<file path="src/rtl/acq_wnd_pkg.sv">
// acq_wnd_pkg: shared state encoding and constants for the ACQ_WND train generator
package acq_wnd_pkg;
  localparam int DATABUS_WIDTH_DEF = 32;
  localparam int MIN_LOW_GAP = 2;
  typedef enum logic [3:0] {
    IDLE   = 4'b0001,
    DELAY  = 4'b0010,
    WND_HI = 4'b0100,
    WND_LO = 4'b1000
  } state_t;
endpackage

</file>
<file path="src/rtl/wnd_down_counter.sv">
// wnd_down_counter: loadable down-counter with zero flag
module wnd_down_counter #(
  parameter int DW = 32
) (
  input  logic          CLK,
  input  logic          RESET_n,
  input  logic          load,
  input  logic          en,
  input  logic [DW-1:0] load_val,
  output logic          zero
);
  logic [DW-1:0] count;
  always_ff @(posedge CLK or negedge RESET_n)
    if (!RESET_n) count <= '0;
    else if (load) count <= load_val;
    else if (en) count <= count - 1'b1;
  assign zero = (count == '0);
endmodule

</file>
<file path="src/rtl/acq_wnd_train_gen.sv">
// acq_wnd_train_gen: echo-train acquisition window generator; WND_TRAIN_CONT_EN enables continuous trains
module acq_wnd_train_gen
  import acq_wnd_pkg::*;
#(
  parameter int DATABUS_WIDTH = DATABUS_WIDTH_DEF
) (
  input  logic                     CLK,
  input  logic                     RESET_n,
  input  logic                     START,
  input  logic                     ABORT,
  input  logic [DATABUS_WIDTH-1:0] INIT_DELAY,
  input  logic [DATABUS_WIDTH-1:0] WND_LEN,
  input  logic [DATABUS_WIDTH-1:0] ECHO_PERIOD,
  input  logic [DATABUS_WIDTH-1:0] NUM_ECHOES,
  output logic                     ACQ_WND,
  output logic                     BUSY,
  output logic                     DONE,
  output logic                     CFG_ERR,
  output logic [DATABUS_WIDTH-1:0] ECHO_IDX
);
  localparam int DW = DATABUS_WIDTH;
`ifdef WND_TRAIN_CONT_EN
  localparam bit CONT_EN = 1'b1;
`else
  localparam bit CONT_EN = 1'b0;
`endif
  state_t state;
  logic [DW-1:0] wnd_len_r, gap_r, ph_val;
  logic cont_r, valid, accept, last, ph_zero, echo_zero, ph_load, ph_en, echo_en;
  assign valid = (WND_LEN != '0) &&
                 ({1'b0, ECHO_PERIOD} >= {1'b0, WND_LEN} + (DW+1)'(MIN_LOW_GAP)) &&
                 ((NUM_ECHOES != '0) || CONT_EN);
  assign accept = (state == IDLE) && START && !ABORT && valid;
  assign last = echo_zero && !cont_r;
  assign ph_load = accept || (!ABORT && ph_zero && state != IDLE && !(state == WND_HI && last));
  assign ph_val = (state == IDLE) ? INIT_DELAY : (state == WND_HI) ? gap_r - 1'b1 : wnd_len_r - 1'b1;
  assign ph_en = (state != IDLE);
  assign echo_en = (state == WND_HI) && ph_zero && !last && !ABORT;
  wnd_down_counter #(.DW(DW)) u_phase (
    .CLK(CLK), .RESET_n(RESET_n), .load(ph_load), .en(ph_en), .load_val(ph_val), .zero(ph_zero)
  );
  wnd_down_counter #(.DW(DW)) u_echo (
    .CLK(CLK), .RESET_n(RESET_n), .load(accept), .en(echo_en),
    .load_val(NUM_ECHOES - 1'b1), .zero(echo_zero)
  );
  always_ff @(posedge CLK or negedge RESET_n)
    if (!RESET_n) begin
      state     <= IDLE;
      ACQ_WND   <= 1'b0;
      BUSY      <= 1'b0;
      DONE      <= 1'b0;
      CFG_ERR   <= 1'b0;
      ECHO_IDX  <= '0;
      wnd_len_r <= '0;
      gap_r     <= '0;
      cont_r    <= 1'b0;
    end else begin
      DONE    <= 1'b0;
      CFG_ERR <= 1'b0;
      if (ABORT && state != IDLE) begin
        state   <= IDLE;
        ACQ_WND <= 1'b0;
        BUSY    <= 1'b0;
      end else begin
        unique case (state)
          IDLE:
            if (accept) begin
              state     <= DELAY;
              BUSY      <= 1'b1;
              ECHO_IDX  <= '0;
              wnd_len_r <= WND_LEN;
              gap_r     <= ECHO_PERIOD - WND_LEN;
              cont_r    <= CONT_EN && (NUM_ECHOES == '0);
            end else CFG_ERR <= START && !ABORT && !valid;
          DELAY:
            if (ph_zero) begin
              state   <= WND_HI;
              ACQ_WND <= 1'b1;
            end
          WND_HI:
            if (ph_zero) begin
              ACQ_WND <= 1'b0;
              state   <= last ? IDLE : WND_LO;
              BUSY    <= !last;
              DONE    <= last;
            end
          WND_LO:
            if (ph_zero) begin
              state    <= WND_HI;
              ACQ_WND  <= 1'b1;
              ECHO_IDX <= ECHO_IDX + 1'b1;
            end
          default: state <= IDLE;
        endcase
      end
    end
endmodule
</file>
<file path="config.mk">
export PLATFORM = sky130hd
export DESIGN_NAME = acq_wnd_train_gen
export DESIGN_NICKNAME = d
export VERILOG_FILES = /design/src/rtl/acq_wnd_pkg.sv /design/src/rtl/wnd_down_counter.sv /design/src/rtl/acq_wnd_train_gen.sv
export SDC_FILE = /design/constraint.sdc
export NUM_CORES = 1
export LEC_CHECK = 0
export ABC_AREA = 1
export BUFFER_PORTS_ARGS = -buffer_cell sky130_fd_sc_hd__clkbuf_2
export CORE_ASPECT_RATIO = 0.75
export CORE_MARGIN = 5
export CORE_UTILIZATION = 65
export CTS_CLUSTER_DIAMETER = 100
export DETAILED_ROUTE_END_ITERATION = 12
export HOLD_SLACK_MARGIN = 0.06
export PLACE_DENSITY = 0.95
export SETUP_SLACK_MARGIN = 0.2
export SYNTH_ARGS = -nofsm -noshare
export SYNTH_HDL_FRONTEND = slang
export SYNTH_SLANG_ARGS = --single-unit
</file>
<file path="constraint.sdc">
create_clock -name CLK -period 8 [get_ports CLK]
set_input_delay 1.2 -clock CLK [delete_from_list [all_inputs] [get_ports CLK]]
set_output_delay 1.2 -clock CLK [all_outputs]
set_load 0.02 [all_outputs]
</file>
==> impl_results.md, run 1 <==
- Status: complete, no violations
- Logic pwr share: 50.7%
- Sw frac: 48.19%
- Initial Util: 66.39%
- Largest net degree at the start of global routing: 109
- Syn Nets: 2296
- Most common cell in the synthesized netlist: nand2_1
- Pwr Density: 287.3 nW/um2
- Worst Tran Pin Value: 1.220 ns
- Sequential Power Share: 31.6%
- IO Pins: 168
- CTS max path bufs: 2
- Via count: 14964
- Total die area: 24770 um2
- Compound-Gate Fraction of Synth Area: 14.14%
- NumNets Final: 2427
- Crit Path Max Fanout: 47
- Post-DRT Antenna Nets: 0
- Row count: 46
- CTS Sinks: 168
- PnR worst setup slack: 0.8997 ns
- Setup Viol. Count Final: 0
- Reg2Reg Launch Point: state[3]
- Area leader, netlist: dfrtp_1
- Detailed Routing Iterations Pass 1: 7
- Ratio of cells with drive above 1 in the final layout: 12.86%
- Final Cycle Share: 88.75%
- Cell variety after synth: 55
- Hold endpoint: wnd_len_r[20]
- Clock power frac: 17.7%
- CTS buffer count: 17
- Synthesized cell area: 14100 um2
- RSZ-0062 raised after global routing: no
- Arr. time, crit path: 7.46 ns
- Most frequent cells after synthesis: 546 x nand2_1, 262 x inv_1, 220 x nor2_1, 170 x o21ai_0, 167 x dfrtp_1
- Worst-path clk slew: 0.06 ns
- Met3 Use GR: 7.443%
- Root Buffer: clkbuf_16
- GPL Wtd Cong: 0.9759
- Clock Latency Late Sink: 0.45 ns
- Crit-path leading delay family: simple AND/OR/NAND/NOR gates
- Half-perimeter wire length after placement: 31.41 mm
- H-tree depth: 4
- Drt first-iter violations: 2150
- Top FF cell, synth: dfrtp_1
- Worst R2R End: u_echo.count[6]
- DR WL/cell: 16.29 um
- Fin crit period: 7.100 ns
- Port-buffer cells: 167
- Async set-or-reset flop fraction in the synthesized netlist: 100.0%
- Average cell area after synthesis: 6.727 um2
- Vias/cell: 5.919
- Global Route Usage Sum: 32.90%
- Clk_skew: 0.01990 ns
- Power, Total: 4.473 mW
- DIE WIDTH: 180.1 um
- Diode count: 0
- Crit start category: primary input
- Synth top area share: 29.64%
- DRC: 0
- Routed wire length: 41.18 mm
- Int Power: 2.317 mW
- Final hold viol count: 0
- Worst Path Required: 8.36 ns
- Post-Synth Adder-Cell Area: 6.087%
- Post-Synth Simple-Gate Area: 33.22%
- Worst path most repeated cell: nand2_1
- First-pass GRT wire length: 67.10 mm
- Hold buffer count at cts: 0
- R2R cell count: 10
- Met1 Use GR: 50.55%
- Worst Hold Launch: wnd_len_r[20]
- Warnings, synthesis: 0
- Post-synthesis mux area share: 0.5679%
- Leakage: 7.931 nW
- Worst path bufs/invs: 5
- GRT Max-Usage Layer: met1
- Hold Path Stages: 2
- EDFF count, synth: 0
- Worst slew margin: 18.60%
- Slowest stage delay, CP: 0.79 ns
- Core area: 21240 um2
- Crit path kind: primary input to flip-flop
- Yosys reg bits: 168
- Largest family of logic cells by synthesized area: simple AND/OR/NAND/NOR gates
- Slew Limit Fails: 0
- FMAX: 140.8 MHz
- Slowest stage cell, crit path: clkinv_1
- Reg2Reg Setup Slack: 3.53 ns
- Synth Area in XOR/XNOR: 6.398%
- VDD IR max: 0.2295 mV
- Largest cells by area after synthesis: dfrtp_1 30%, nand2_1 15%, inv_1 7.0%, o21ai_0 6.0%, ha_1 5.9%
- Critical Path Start: WND_LEN[1]
- Syn Inst Count: 2096
- Die Y: 137.6 um
- CP endpoint kind: flip-flop
- CTS tree: built
- Switch Pwr: 2.155 mW
- Maxcap violations: 0
- Setup TNS: 0 ns
- Initial antenna violation count: 0
- Post-cts resize count: 0
- Post-CTS setup buffers: 0
- GR Overflow Total: 0
- Number of global-route vias before repair: 13487
- Worst min path class: flip-flop to flip-flop
- Area delta synth->final: 10.41%
- DP Worst Slack: 0.6820 ns
- Post-synthesis sequential area ratio: 29.83%
- Grt met2 use: 47.42%
- Fillers: 1655
[cell type report]
type                            count  area [um2]  area share, %
Tap cell                          288       360.3          2.315
Clock inverter                     11       86.33         0.5546
Inverter                          275        1032          6.631
Multi-Input combinational cell   1590        8521          54.73
Sequential cell                   168        4205          27.01
Timing Repair Buffer              175       902.1          5.795
Clock buffer                       21       460.4          2.958
[registers in the layout, summed over array words and instances, names as in the netlist]
register       cells
ECHO_IDX          32
gap_r             32
u_echo.count      32
u_phase.count     32
wnd_len_r         32
state              4
ACQ_WND            1
BUSY               1
CFG_ERR            1
DONE               1
[worst min-delay path: stages, from the launching register on]
cell,delay [ns]
dfrtp_1,0.34
nand2_1,0.05
o21ai_0,0.06
[layout by cell type (no fill, tap or decap), types with 13 or more instances in the layout]
master | netlist | layout
nand2_1 | 546 | 546
inv_1 | 262 | 262
nor2_1 | 220 | 219
o21ai_0 | 170 | 170
dfrtp_1 | 167 | 167
clkbuf_2 | 0 | 166
a21oi_1 | 81 | 81
xor2_1 | 78 | 78
nand3_1 | 76 | 76
nand4_1 | 71 | 71
ha_1 | 67 | 67
nor3_1 | 35 | 35
xnor2_1 | 25 | 25
o211ai_1 | 23 | 23
o21ai_1 | 22 | 22
nand2_2 | 21 | 21
clkbuf_16 | 0 | 17
nor4_1 | 16 | 16
nor2_2 | 14 | 15
nand3b_1 | 15 | 15
a31oi_1 | 13 | 13
[worst max-delay path by stage]
stage / end / slack (ns) / cells after the start
floorplan: u_echo.count[26] / 2.77 / 32
global placement: u_echo.count[6] / 0.93 / 27
detailed placement: u_echo.count[6] / 0.68 / 27
CTS: u_echo.count[6] / 1.05 / 27
global route: u_echo.count[6] / 0.21 / 27
finish: u_echo.count[6] / 0.90 / 27
[power groups by stage]
stage	Sequential (mW)	Combinational [mW]	Clock, mW
after global routing	1.45	2.52	0.826
final	1.41	2.27	0.793
after global placement	1.39	2.09	0
after detailed placement	1.41	2.18	0
after CTS	1.40	2.20	0.790
after floorplan	1.37	1.66	0
[metrics by stage]
step / hold WS (ns) / instances / utilization (%) / instance area (um2)
CTS: 0.4861 / 2528 / 73.30 / 15570
global route: 0.5060 / 2528 / 73.30 / 15570
global placement: 0.4579 / 2496 / 70.73 / 15020
finish: 0.4850 / 2528 / 73.30 / 15570
detailed placement: 0.4677 / 2496 / 70.73 / 15020
floorplan: 0.4438 / 2096 / - / 14100
[metal layers]
metal	routed length [um]	up-vias
met5	0	-
met1	18590	6847
met4	671	0
met2	16890	917
met3	5031	92
li1	-	7108
[logic make-up (layout without fill, tap and decap cells)]
family	count (synthesis)	count (layout)
xor+xnor	103	103
fa+ha+maj	68	68
compound gates	357	357
buf+inv	338	482
flops	168	168
mux	8	8
simple gates	1054	1054
Note: power is estimated with default switching activity, not from simulation.
==> run 2: changes to the inputs <==
--- a/config.mk
+++ b/config.mk
@@ -8,10 +8,10 @@
 export ABC_AREA = 1
 export BUFFER_PORTS_ARGS = -buffer_cell sky130_fd_sc_hd__clkbuf_2
 export CORE_ASPECT_RATIO = 0.75
-export CORE_MARGIN = 5
 export CORE_UTILIZATION = 65
 export CTS_CLUSTER_DIAMETER = 100
 export DETAILED_ROUTE_END_ITERATION = 12
+export GPL_TIMING_DRIVEN = 0
 export HOLD_SLACK_MARGIN = 0.06
 export PLACE_DENSITY = 0.95
 export SETUP_SLACK_MARGIN = 0.2
==> run 2 against run 1 <==
  * Worst hold slack better by 0.0010 ns
  * Worst setup slack better by 1.3 ns
  * Clock power is 2% higher
  * Sequential share of layout area is 0.56 points lower
  * Clock-buffer cell count is 1 lower
  * Fmax is 23% higher
  * Cell area is 2.1% higher
  * Largest cell class unchanged
  * Largest power group unchanged
==> impl_results.md, run 2 (synthesized netlist as in run 1, its figures left out) <==
- Status: complete, no violations
- Post-cts resize count: 0
- CTS Sinks: 168
- Final Cycle Share: 72.42%
- RSZ-0062 raised after global routing: no
- Routed wire length: 42.48 mm
- DR WL/cell: 16.44 um
- Core area: 21180 um2
- Worst Path Required: 8.34 ns
- Ratio of cells with drive above 1 in the final layout: 13.72%
- IO Pins: 168
- Slowest stage delay, CP: 0.31 ns
- Initial Util: 66.57%
- Via count: 15278
- Worst min path class: flip-flop to flip-flop
- Fin area: 15900 um2
- Half-perimeter wire length after placement: 33.06 mm
- DRC: 0
- Crit Path Max Fanout: 10
- Worst-path clk slew: 0.07 ns
- Worst Tran Pin Value: 0.9878 ns
- CTS buffer count: 17
- Number of global-route vias before repair: 13448
- Worst slew margin: 33.54%
- PnR worst setup slack: 2.207 ns
- Arr. time, crit path: 6.13 ns
- Slew Limit Fails: 0
- Port-buffer cells: 167
- Root Buffer: clkbuf_16
- Fin crit period: 5.793 ns
- Crit path kind: primary input to flip-flop
- Vias/cell: 5.913
- First-pass GRT wire length: 66.86 mm
- Setup Viol. Count Final: 0
- Die Y: 129.6 um
- Row count: 46
- Pwr Density: 288.6 nW/um2
- Clk_skew: 0.01355 ns
- Setup TNS: 0 ns
- Total die area: 22290 um2
- CTS tree: built
- Post-CTS setup buffers: 0
- Largest net degree at the start of global routing: 92
- Detailed Routing Iterations Pass 1: 6
- DP Worst Slack: 1.798 ns
- Global Route Usage Sum: 38.44%
- Drt first-iter violations: 1778
- FMAX: 172.6 MHz
- Area delta synth->final: 12.75%
- Initial antenna violation count: 0
- Commonest non-fill, non-tap cell in the layout: nand2_1
- Storage cell area: 4205 um2
- NumNets Final: 2483
- CP endpoint kind: flip-flop
- CTS max path bufs: 2
- Crit start category: primary input
- Worst path most repeated cell: nand2_1
- Diode count: 0
- Post-DRT Antenna Nets: 0
- Leakage: 8.099 nW
- Multi-input logic area: 8518 um2
- Hold buffer count at cts: 0
- GR Overflow Total: 0
- Slowest stage cell, crit path: nor2_1
- VDD IR max: 0.2334 mV
- Maxcap violations: 0
- GPL Wtd Cong: 0.9819
- DIE WIDTH: 172.1 um
- Post-DP Area: 15330 um2
- H-tree depth: 4
- Most frequent cells in the layout: 546 x nand2_1, 262 x inv_1, 220 x nor2_1
- Final hold viol count: 0
- Fillers: 1687
- Clock Latency Late Sink: 0.44 ns
## run 2: worst paths after layout
path | slack [ns] | start | to | cells after the start
worst min-delay path | 0.49 | gap_r[20] | gap_r[20] | 2
min in group asynchronous | 0.76 | RESET_n | u_phase.count[4] | 1
worst min register to register | 0.49 | gap_r[20] | gap_r[20] | 2
worst max-delay path | 2.21 | WND_LEN[1] | u_echo.count[28] | 35
max in group asynchronous | 6.34 | RESET_n | gap_r[23] | 2
worst max register to register | 4.58 | u_phase.count[0] | u_phase.count[2] | 16
## run 2: area by class of cell
type,instances,area share (%)
well taps,288,2.267
clock buffers,20,2.810
inverters,275,6.493
clock inverters,12,0.7477
multi-input cells,1590,53.58
plain buffers,63,2.164
repair buffers,168,5.486
flip-flops and latches,168,26.45
## run 2: power by group
group	leakage (nW)	internal [mW]	switching, mW
clock network	0.272	0.441	0.369
registers	2.15	1.17	0.242
logic	5.68	0.758	1.60
## run 2: per-stage QoR
stage	utilization, %	power [mW]	hold WS (ns)	cells
3_3_place_gp	72.22	3.573	0.4573	2551
6_report	75.06	4.587	0.4860	2584
4_1_cts	75.06	4.508	0.4856	2584
5_1_grt	75.06	4.906	0.5143	2584
2_1_floorplan	-	3.027	0.4438	2096
3_5_place_dp	72.39	3.675	0.4700	2552
## run 2: per-layer routing
metal	up-vias	global-route usage [%]	routed length, um
met5	-	0	0
met4	0	10.20	770
met3	74	7.300	5081
met2	929	57.97	18010
met1	7033	56.26	18610
li1	7242	-	-
## run 2: worst max-delay path: cells and delay by family
family	cells	cell delay [ns]
simple gates	24	3.40
buf+inv	6	0.58
xor+xnor	1	0.14
compound gates	1	0.12
fa+ha+maj	3	0.66
==> run 3: changes to the inputs <==
--- a/config.mk
+++ b/config.mk
@@ -8,12 +8,12 @@
 export ABC_AREA = 1
 export BUFFER_PORTS_ARGS = -buffer_cell sky130_fd_sc_hd__clkbuf_2
 export CORE_ASPECT_RATIO = 0.75
-export CORE_UTILIZATION = 65
+export CORE_UTILIZATION = 54
 export CTS_CLUSTER_DIAMETER = 100
 export DETAILED_ROUTE_END_ITERATION = 12
 export GPL_TIMING_DRIVEN = 0
 export HOLD_SLACK_MARGIN = 0.06
-export PLACE_DENSITY = 0.95
+export PLACE_DENSITY = 0.87
 export SETUP_SLACK_MARGIN = 0.2
 export SYNTH_ARGS = -nofsm -noshare
 export SYNTH_HDL_FRONTEND = slang
==> constraint.sdc (replaced) <==
create_clock -name CLK -period 4.8 [get_ports CLK]
set_input_delay 0.72 -clock CLK [delete_from_list [all_inputs] [get_ports CLK]]
set_output_delay 0.72 -clock CLK [all_outputs]
set_load 0.02 [all_outputs]
==> run 3 against run 2 <==
  * Register-to-register slack got worse by 3.0 ns
  * Non-clock buffer count increased by 35
  * Cell area increased by 4.9%
  * Combinational power increased by 74%
  * First-iteration DRC count increased by 5.5%
==> impl_results.md, run 3 (synthesized netlist as in run 1, its figures left out) <==
- Clock Latency Late Sink: 0.45 ns
- Pwr Density: 464.9 nW/um2
- Detailed Routing Iterations Pass 1: 8
- Reg2Reg Launch Point: state[0]
- Met1 Use GR: 47.56%
- Clock power frac: 16.7%
- Final Cycle Share: 95.18%
- Sequential Power Share: 30.4%
- Die Y: 141.9 um
- GPL Wtd Cong: 0.9664
- Worst Path Required: 5.13 ns
- Vias/cell: 5.763
- Worst slew margin: 37.09%
- Switch Pwr: 3.729 mW
- Global Route Usage Sum: 32.47%
- Slowest stage cell, crit path: ha_4
- Crit Path Max Fanout: 10
- Int Power: 4.024 mW
- Fin crit period: 4.569 ns
- Initial Util: 55.79%
- Via count: 15381
- CTS max path bufs: 2
- Core area: 25270 um2
- Fin area: 16680 um2
- Crit start category: primary input
- Hold buffer count at cts: 0
- Slew Limit Fails: 0
- CP endpoint kind: flip-flop
- VDD IR max: 0.3432 mV
- CTS buffer count: 17
- Clk_skew: 0.01342 ns
- Slowest stage delay, CP: 0.28 ns
- Crit path kind: primary input to flip-flop
- Crit-path leading delay family: simple AND/OR/NAND/NOR gates
- Port-buffer cells: 167
- Row count: 50
- Half-perimeter wire length after placement: 33.39 mm
- GRT Max-Usage Layer: met2
- RSZ-0062 raised after global routing: yes
- Routed wire length: 44.27 mm
- Most frequent cells in the layout: 530 x nand2_1, 257 x inv_1, 202 x nor2_1
- Commonest non-fill, non-tap cell in the layout: nand2_1
- Worst Tran Pin Value: 0.9351 ns
- DIE WIDTH: 188.6 um
- Critical Path Start: WND_LEN[1]
- First-pass GRT wire length: 69.59 mm
- Worst-path clk slew: 0.07 ns
- Post-DRT Antenna Nets: 0
- Post-DP Area: 15440 um2
- Worst min path class: primary input to asynchronous set/reset pin
- Arr. time, crit path: 4.90 ns
- Power, Total: 7.753 mW
- Setup Viol. Count Final: 0
- GR Overflow Total: 0
- NumNets Final: 2518
- Root Buffer: clkbuf_16
- DR WL/cell: 16.59 um
- Worst path most repeated cell: nand2_1
- Final hold viol count: 0
- CTS Sinks: 168
- Logic pwr share: 53.0%
- Largest net degree at the start of global routing: 114
- Sw frac: 48.10%
- DRC: 0
- Worst path bufs/invs: 10
- Status: complete, no violations
- Grt met2 use: 50.10%
- Initial antenna violation count: 0
- IO Pins: 168
- Total die area: 26770 um2
- H-tree depth: 4
- Area delta synth->final: 18.27%
- Diode count: 0
- Number of global-route vias before repair: 13765
- Drt first-iter violations: 1876
- FMAX: 218.9 MHz
- Met3 Use GR: 5.104%
- Maxcap violations: 0
- Ratio of cells with drive above 1 in the final layout: 18.06%
- Leakage: 8.417 nW
- CTS tree: built
run 3: cell count changes in the layout (fill, tap and decap cells not counted), moves of 8 or more:
cell     delta
buf_4      +27
nor2_1     -18
nand2_1    -16
nor2_2     +11
buf_6       +9
nand2_4     +8
run 3: worst paths after layout:
kind,endpoint,slack [ns],depth (start not counted)
min,u_phase.count[5],0.23,1
max,u_echo.count[30],0.23,38
min reg2reg,wnd_len_r[19],0.48,2
min in group CLK,wnd_len_r[19],0.48,2
max reg2reg,u_phase.count[30],1.55,21
max in group asynchronous,wnd_len_r[14],3.62,2
run 3: metal layers:
| metal | up-vias | part of all wire [%] | wire length (um) |
|---|---|---|---|
| li1 | 7299 | - | - |
| met1 | 7135 | 45 | 19920 |
| met2 | 854 | 43 | 19020 |
| met3 | 93 | 10 | 4510 |
| met4 | 0 | 1.9 | 824 |
| met5 | - | 0 | 0 |
run 3: power by group through the flow:
stage	combinational (mW)	sequential, mW	clock (mW)
finish	4.11	2.35	1.29
global route	4.55	2.41	1.35
CTS	3.91	2.34	1.29
detailed placement	3.78	2.34	0
global placement	3.64	2.32	0
floorplan	2.78	2.28	0
run 3: metrics by stage:
step / setup slack [ns] / cells / util [%] / hold WS, ns / TNS [ns]
global route: -0.01033 / 2669 / 65.98 / 0.2789 / -0.01033
finish: 0.2314 / 2669 / 65.98 / 0.2302 / 0
global placement: -0.5518 / 2601 / 60.97 / 0.4579 / -36.13
CTS: 0.1372 / 2658 / 64.48 / 0.2630 / 0
detailed placement: -0.7889 / 2602 / 61.11 / 0.4671 / -70.80
floorplan: 0.2279 / 2096 / - / 0.4244 / 0
run 3: area by class of cell:
type | count | area [um2]
plain buffers | 63 | 375.4
clock buffers | 22 | 464.2
clock inverters | 10 | 71.32
fillers | 2198 | 8598
inverters | 275 | 1039
multi-input cells | 1590 | 8895
flip-flops and latches | 168 | 4205
well taps | 338 | 422.9
repair buffers | 203 | 1204
run 3: timing repair:
item	in CTS	in global routing
cloned	0	0
gates resized for setup	36	81
setup buffers	24	11
pin swaps	28	54
endpoints found under the setup margin	153	163
